<file path="src/rtl/asip_host_slave_if.sv">
// ---------------------------------------------------------------------------
// asip_host_slave_if
//   Tcore host-bus bundle between the external host (master) and the
//   asip_host_slave responder (slave).
//
//   Signals:
//     t_cs     host chip select. An access starts on its rising edge as seen
//              by the slave clock.
//     t_rw     1 = read, 0 = write. Sampled together with t_cs.
//     t_addr   byte address, word aligned. Bits [1:0] are ignored.
//     t_wdata  write data. Sampled together with t_cs.
//     t_rdata  registered read data from the slave.
//
//   Protocol: this bus has no valid/ready pair. t_cs acts as "valid" and the
//   slave is always ready. The slave samples t_rw/t_addr/t_wdata on the first
//   clock edge where t_cs is seen high. t_rdata is stable from the second
//   edge after that one until the next read updates it. The host must drop
//   t_cs for at least one cycle between accesses. Keeping t_cs high never
//   starts a second access.
// ---------------------------------------------------------------------------
interface asip_host_slave_if #(
    parameter int ADDRW = 18,
    parameter int DATW  = 32
);
    logic             t_cs;
    logic             t_rw;
    logic [ADDRW-1:0] t_addr;
    logic [DATW-1:0]  t_wdata;
    logic [DATW-1:0]  t_rdata;

    modport master (
        output t_cs,
        output t_rw,
        output t_addr,
        output t_wdata,
        input  t_rdata
    );

    modport slave (
        input  t_cs,
        input  t_rw,
        input  t_addr,
        input  t_wdata,
        output t_rdata
    );
endinterface

</file>
<file path="src/rtl/asip_host_slave.sv">
// ---------------------------------------------------------------------------
// asip_host_slave
//   Host-bus responder for the ASIP. It decodes Tcore host accesses into a
//   small register file, sends a start pulse to the core, tracks the core's
//   busy/done status, counts busy cycles and drives the interrupt line.
//
//   Ports:
//     clk          system clock, rising edge
//     reset        asynchronous, active-high reset
//     host         Tcore host bus, slave side (t_cs/t_rw/t_addr/t_wdata/t_rdata)
//     int_flag     interrupt = done & int_en
//     core_start   one-cycle start pulse to the core
//     core_busy    core is executing
//     core_done    one-cycle completion pulse from the core
//     dbg_state_o  current access FSM state (0 IDLE, 1 CAPT, 2 RESP, 3 HOLD)
//
//   Register map. The word index is addr[7:2]. Any other set address bit
//   (above bit 7) makes the access unmapped.
//     0x00 CTRL  RW    [0] int_en, [1] auto_clr
//     0x04 GO    W     write -> core_start pulse. Reads as 0.
//     0x08 STAT  R/W1C [0] core_busy (live), [1] done, [2] err
//     0x10 ARG0  RW
//     0x14 ARG1  RW
//     0x18 CYC   R     busy-cycle counter. Saturates at all-ones.
//     0x1C VER   R     VERSION
// ---------------------------------------------------------------------------
module asip_host_slave #(
    parameter int              ADDRW   = 18,
    parameter int              DATW    = 32,
    parameter logic [DATW-1:0] VERSION = 32'h0001_0000
) (
    input  logic                   clk,
    input  logic                   reset,
    asip_host_slave_if.slave       host,
    output logic                   int_flag,
    output logic                   core_start,
    input  logic                   core_busy,
    input  logic                   core_done,
    output logic [1:0]             dbg_state_o
);

    typedef enum logic [1:0] {
        IDLE = 2'd0,
        CAPT = 2'd1,
        RESP = 2'd2,
        HOLD = 2'd3
    } state_t;

    localparam logic [5:0] IDX_CTRL = 6'h00;
    localparam logic [5:0] IDX_GO   = 6'h01;
    localparam logic [5:0] IDX_STAT = 6'h02;
    localparam logic [5:0] IDX_ARG0 = 6'h04;
    localparam logic [5:0] IDX_ARG1 = 6'h05;
    localparam logic [5:0] IDX_CYC  = 6'h06;
    localparam logic [5:0] IDX_VER  = 6'h07;

    state_t            state_q;
    logic              rw_q;
    logic [ADDRW-1:2]  addr_q;
    logic [DATW-1:0]   wdata_q;
    logic [DATW-1:0]   rdata_q;

    logic              int_en_q;
    logic              auto_clr_q;
    logic [DATW-1:0]   arg0_q;
    logic [DATW-1:0]   arg1_q;
    logic [DATW-1:0]   cyc_q;
    logic [DATW-1:0]   cyc_d;
    logic              done_q;
    logic              done_d;
    logic              err_q;
    logic              err_d;
    logic              start_q;

    logic [5:0]        word_idx;
    logic              mapped;
    logic [DATW-1:0]   rd_val;
    logic              in_capt;
    logic              wr_acc;
    logic              go_wr;
    logic              go_ok;
    logic              stat_wr;
    logic              err_set;

    // Byte-lane bits of the address do not take part in decoding.
    logic              unused_addr_bits;
    assign unused_addr_bits = ^host.t_addr[1:0];

    assign word_idx = addr_q[7:2];
    assign in_capt  = (state_q == CAPT);
    assign wr_acc   = in_capt & ~rw_q;

    // Decode the latched address and select the read value.
    always_comb begin
        mapped = 1'b1;
        rd_val = '0;
        case (word_idx)
            IDX_CTRL: rd_val = {{(DATW-2){1'b0}}, auto_clr_q, int_en_q};
            IDX_GO:   rd_val = '0;
            IDX_STAT: rd_val = {{(DATW-3){1'b0}}, err_q, done_q, core_busy};
            IDX_ARG0: rd_val = arg0_q;
            IDX_ARG1: rd_val = arg1_q;
            IDX_CYC:  rd_val = cyc_q;
            IDX_VER:  rd_val = VERSION;
            default:  mapped = 1'b0;
        endcase
        if (addr_q[ADDRW-1:8] != '0) begin
            mapped = 1'b0;
            rd_val = '0;
        end
    end

    assign go_wr   = wr_acc & mapped & (word_idx == IDX_GO);
    // A GO while the core runs, or while a pulse is still out, is refused.
    assign go_ok   = go_wr & ~core_busy & ~start_q;
    assign stat_wr = wr_acc & mapped & (word_idx == IDX_STAT);
    assign err_set = (in_capt & ~mapped) | (go_wr & ~go_ok);

    // Sticky status. The order matters: a done set from the core beats a
    // clear from either auto_clr or a W1C in the same cycle.
    always_comb begin
        done_d = done_q;
        if (go_ok && auto_clr_q) begin
            done_d = 1'b0;
        end
        if (stat_wr && wdata_q[1]) begin
            done_d = 1'b0;
        end
        if (core_done) begin
            done_d = 1'b1;
        end

        err_d = err_q;
        if (stat_wr && wdata_q[2]) begin
            err_d = 1'b0;
        end
        if (err_set) begin
            err_d = 1'b1;
        end
    end

    // Busy-cycle counter. It restarts on the edge that raises core_start.
    always_comb begin
        cyc_d = cyc_q;
        if (go_ok) begin
            cyc_d = '0;
        end else if (core_busy && (cyc_q != {DATW{1'b1}})) begin
            cyc_d = cyc_q + 1'b1;
        end
    end

    always_ff @(posedge clk or posedge reset) begin
        if (reset) begin
            state_q    <= IDLE;
            rw_q       <= 1'b0;
            addr_q     <= '0;
            wdata_q    <= '0;
            rdata_q    <= '0;
            int_en_q   <= 1'b0;
            auto_clr_q <= 1'b0;
            arg0_q     <= '0;
            arg1_q     <= '0;
            cyc_q      <= '0;
            done_q     <= 1'b0;
            err_q      <= 1'b0;
            start_q    <= 1'b0;
        end else begin
            done_q  <= done_d;
            err_q   <= err_d;
            cyc_q   <= cyc_d;
            start_q <= go_ok;

            case (state_q)
                IDLE: begin
                    if (host.t_cs) begin
                        rw_q    <= host.t_rw;
                        addr_q  <= host.t_addr[ADDRW-1:2];
                        wdata_q <= host.t_wdata;
                        state_q <= CAPT;
                    end
                end
                CAPT: begin
                    if (rw_q) begin
                        rdata_q <= rd_val;
                    end else if (mapped) begin
                        case (word_idx)
                            IDX_CTRL: begin
                                int_en_q   <= wdata_q[0];
                                auto_clr_q <= wdata_q[1];
                            end
                            IDX_ARG0: arg0_q <= wdata_q;
                            IDX_ARG1: arg1_q <= wdata_q;
                            default: ;
                        endcase
                    end
                    state_q <= RESP;
                end
                RESP: begin
                    state_q <= HOLD;
                end
                HOLD: begin
                    // Wait for t_cs to drop so a long chip select counts as one access.
                    if (!host.t_cs) begin
                        state_q <= IDLE;
                    end
                end
                default: state_q <= IDLE;
            endcase
        end
    end

    assign host.t_rdata = rdata_q;
    assign core_start   = start_q;
    assign int_flag     = done_q & int_en_q;
    assign dbg_state_o  = state_q;

endmodule

</file>
<file path="src/flat_wrapper.sv">
// flat-port wrapper written by rule: the top's interface ports become plain ports
module asip_host_slave_flat 
#(
    parameter int              ADDRW   = 18,
    parameter int              DATW    = 32,
    parameter logic [DATW-1:0] VERSION = 32'h0001_0000
)
  (clk, reset, int_flag, core_start, core_busy, core_done, dbg_state_o, host_t_cs, host_t_rw, host_t_addr, host_t_wdata, host_t_rdata);
  asip_host_slave_if #(.ADDRW(ADDRW), .DATW(DATW)) host_i ();
  input  logic clk;
  input  logic reset;
  output logic int_flag;
  output logic core_start;
  input  logic core_busy;
  input  logic core_done;
  output logic [1:0] dbg_state_o;
  input wire logic [$bits(host_i.t_cs)-1:0] host_t_cs;
  input wire logic [$bits(host_i.t_rw)-1:0] host_t_rw;
  input wire logic [$bits(host_i.t_addr)-1:0] host_t_addr;
  input wire logic [$bits(host_i.t_wdata)-1:0] host_t_wdata;
  output wire logic [$bits(host_i.t_rdata)-1:0] host_t_rdata;
  assign host_i.t_cs = host_t_cs;
  assign host_i.t_rw = host_t_rw;
  assign host_i.t_addr = host_t_addr;
  assign host_i.t_wdata = host_t_wdata;
  assign host_t_rdata = host_i.t_rdata;
  asip_host_slave #(.ADDRW(ADDRW), .DATW(DATW), .VERSION(VERSION)) u_core (.clk(clk), .reset(reset), .host(host_i), .int_flag(int_flag), .core_start(core_start), .core_busy(core_busy), .core_done(core_done), .dbg_state_o(dbg_state_o));
endmodule
</file>
<file path="config.mk">
export PLATFORM = sky130hd
export DESIGN_NAME = asip_host_slave_flat
export DESIGN_NICKNAME = d
export VERILOG_FILES = /design/src/rtl/asip_host_slave_if.sv /design/src/rtl/asip_host_slave.sv /design/src/flat_wrapper.sv
export SDC_FILE = /design/constraint.sdc
export NUM_CORES = 1
export LEC_CHECK = 0
export ABC_AREA = 0
export CAP_MARGIN = 5
export CORE_MARGIN = 5
export CORE_UTILIZATION = 40
export DETAILED_ROUTE_END_ITERATION = 12
export HOLD_SLACK_MARGIN = 0.02
export PLACE_DENSITY = 0.61
export SLEW_MARGIN = 30
export SYNTH_ARGS = -nofsm -noshare
export SYNTH_HDL_FRONTEND = slang
export SYNTH_SLANG_ARGS = --single-unit
export TNS_END_PERCENT = 10
</file>
<file path="constraint.sdc">
create_clock -name clk -period 17.05 [get_ports clk]
set_input_delay 2.5575 -clock clk [delete_from_list [all_inputs] [get_ports clk]]
set_output_delay 2.5575 -clock clk [all_outputs]
set_load 0.005 [all_outputs]
</file>
==> metrics.txt <==
status=finished clean; Setup TNS=0 ns; htree depth=4; worst vdd ir=0.0814 mV; number of synthesized register bits=184; final worst slack=12.32 ns; filler cell count=1838; I/O pins=92; Core Region=0.0203 sq mm; area of the multi-input gates=0.00349 sq mm; Worst Hold End=u_core.host.t_rdata[25]; layer with the highest usage=met2; diode count=0; Avg Synthesized Cell Area=11.7 sq um; period utilisation layout=0.277; pins over their slew limit=0; first-pass GRT wire length=31800 um; total wire length=19000 um; Period minus WS final=4.73 ns; number of global-route vias before repair=5948; GR Util met3=0.0363; PostCTS Resize Cnt=0; RSZ-0062 raised after global routing=no; Max Clock Freq=211 MHz; Clock Path Buffers=2; leakage=0.00435 uW; Hold Violations, Final=0; commonest non-fill, non-tap cell in the layout=dfrtp_1; Synth Warn #=0; Worst Hold Depth=2; Final Net Count=847; pre-CTS WS=11.79 ns; layout cell share with drive strength beyond 1=0.211; cell taking the most area after synthesis=dfrtp_1; CP max FO=10; met2 Use GR=0.260; Worst Max-Slew Pin Slew=0.879 ns; HP Class=reg -> reg; TritonCTS Sinks=184; Avg WL per Cell=17.8 um; area of the mapped netlist=0.00830 sq mm; Cell variety after synth=49; asr flop ratio synth=1.00; Clock Latency Late Sink=0.43 ns; Syn Inst Count=708; Synth-to-Final Area Change=20.9%; routability cong.=0.851; DRC viols=0; FP Rows=52; CTS Buf Count=17; total congestion overflow=0; Post-synth EDFFs=0; clk slew on worst S/H paths=0.07 ns; Starting Density=0.409; sequential area share after synthesis=0.555; pwr dens=122 mW/mm^2; Max Cap Viol=0; Die Span Y=154 um; CTS Hold Bufs=0; Reg area=0.00461 sq mm; 1st-pass router iterations=6; Setup violations, final=0; FF-to-FF Start=u_core.addr_q[10]; final instance area=0.0100 sq mm; most frequent cells in the layout=183 x dfrtp_1, 110 x mux2_2, 89 x clkdlybuf4s50_1, 58 x nand2_1, 55 x o21ai_0; initial antenna violation count=0; R2R Setup Slk=13.95 ns; worst reg2reg endpoint=u_core.arg0_q[31]; met1 Resource Use GR=0.229; Syn Nets=770; Setup crit start kind=input pin; Critical Path RT=17.40 ns; largest net degree at the start of global routing=78; min-delay src=u_core.host.t_rdata[25]; DR vias/cell=5.38; Die Area=0.0237 sq mm; CTS tree=yes; Die Width=154 um; Clock Root Buffer=clkbuf_16; Final HPWL DP=13200 um; Worst setup EP type=flop; top-area cell type share of the netlist area=0.555; Slew HR=0.409; Post-DP Area=0.00943 sq mm; Primary FF master, synth=dfrtp_1; DR iter-0 viols=320; synth top area cells=dfrtp_1 56%, mux2_2 15%, mux2i_1 4.0%, o21ai_0 3.3%, a21oi_1 2.8%; total number of vias=5745; Fin Clk Skew=0.00951 ns; post-CTS setup buffer count=0; R2R cell count=6; remaining antenna violation count after routing=0; total track usage=0.165; CP arrival=5.08 ns; Port Buffers=89; Power, Total=1220 uW; Crit Path Class=in -> reg
## synthesized netlist by cell type, types with 4 or more instances
master    count
a21oi_1      47
or2_2         4
mux2_2      110
or3_1        11
mux2i_1      33
nor2_1       41
or4_1         9
nand2_1      60
nor4b_1       5
mux2_1        6
ha_1          6
and3_1        5
nor3_1        5
o21ai_0      55
o211ai_1      6
nand3_1      21
clkbuf_1     28
o31ai_1       8
inv_1        10
nand4_1       4
dfrtp_1     184
## stage by stage
stage | std cells | hold slack [ns] | utilization
floorplan | 708 | 0.454 | -
global placement | 1035 | 0.465 | 0.463
detailed placement | 1036 | 0.470 | 0.465
CTS | 1068 | 0.485 | 0.494
global route | 1068 | 0.491 | 0.494
finish | 1068 | 0.480 | 0.494
## cells by family (layout without fill, tap and decap cells)
family / Yosys count / count (layout) / share of synthesized area
AOI/OAI and AO/OA: 130 / 130 / 0.0911
xor gates and xnor gates: 2 / 2 / 0.00211
adders and majority gates: 6 / 6 / 0.00905
buffers and inverters: 49 / 139 / 0.0265
DFF: 184 / 184 / 0.555
muxes: 150 / 150 / 0.200
and+or+nand+nor: 187 / 187 / 0.116
## layout make-up
class | instances | share of cell area
clock buffer | 19 | 0.0442
clock inverter | 13 | 0.0153
inverter | 11 | 0.00462
multi-input combinational | 475 | 0.348
sequential | 184 | 0.459
tap | 270 | 0.0337
timing repair buffer | 96 | 0.0948
## sequential cells by signal, summed over array words and instances, names as in the netlist
signal,count
u_core.rw_q,1
u_core.auto_clr_q,1
u_core.dbg_state_o,2
u_core.host.t_rdata,32
u_core.cyc_q,32
u_core.int_en_q,1
u_core.done_q,1
u_core.err_q,1
u_core.arg0_q,32
u_core.core_start,1
u_core.addr_q,16
u_core.wdata_q,32
u_core.arg1_q,32
## critical path, stage by stage
cell	delay, ns
clkdlybuf4s50_1	0.71
nand3_1	0.20
nor3_1	0.54
nand3_1	0.37
or4b_1	0.55
a21oi_1	0.15
## layer usage
layer / vias to the layer above / wire length, um
met5: - / 0
met4: 0 / 222
met3: 18 / 824
met2: 138 / 9090
met1: 2897 / 8870
li1: 2692 / -
## worst max path at each step
| stage | from | end | cells past startpoint |
|---|---|---|---|
| floorplan | reset | u_core.addr_q[10] | 1 |
| global placement | core_busy | u_core.cyc_q[31] | 6 |
| detailed placement | core_busy | u_core.cyc_q[27] | 6 |
| CTS | core_busy | u_core.cyc_q[31] | 6 |
| global route | core_busy | u_core.cyc_q[31] | 6 |
| finish | core_busy | u_core.cyc_q[27] | 6 |
## power by group
part	internal (uW)	switching, uW	leakage [uW]
registers	506	65.1	0.00244
logic	122	132	0.00162
clock network	233	166	0.000296
Note: power is estimated with default switching activity, not from simulation.
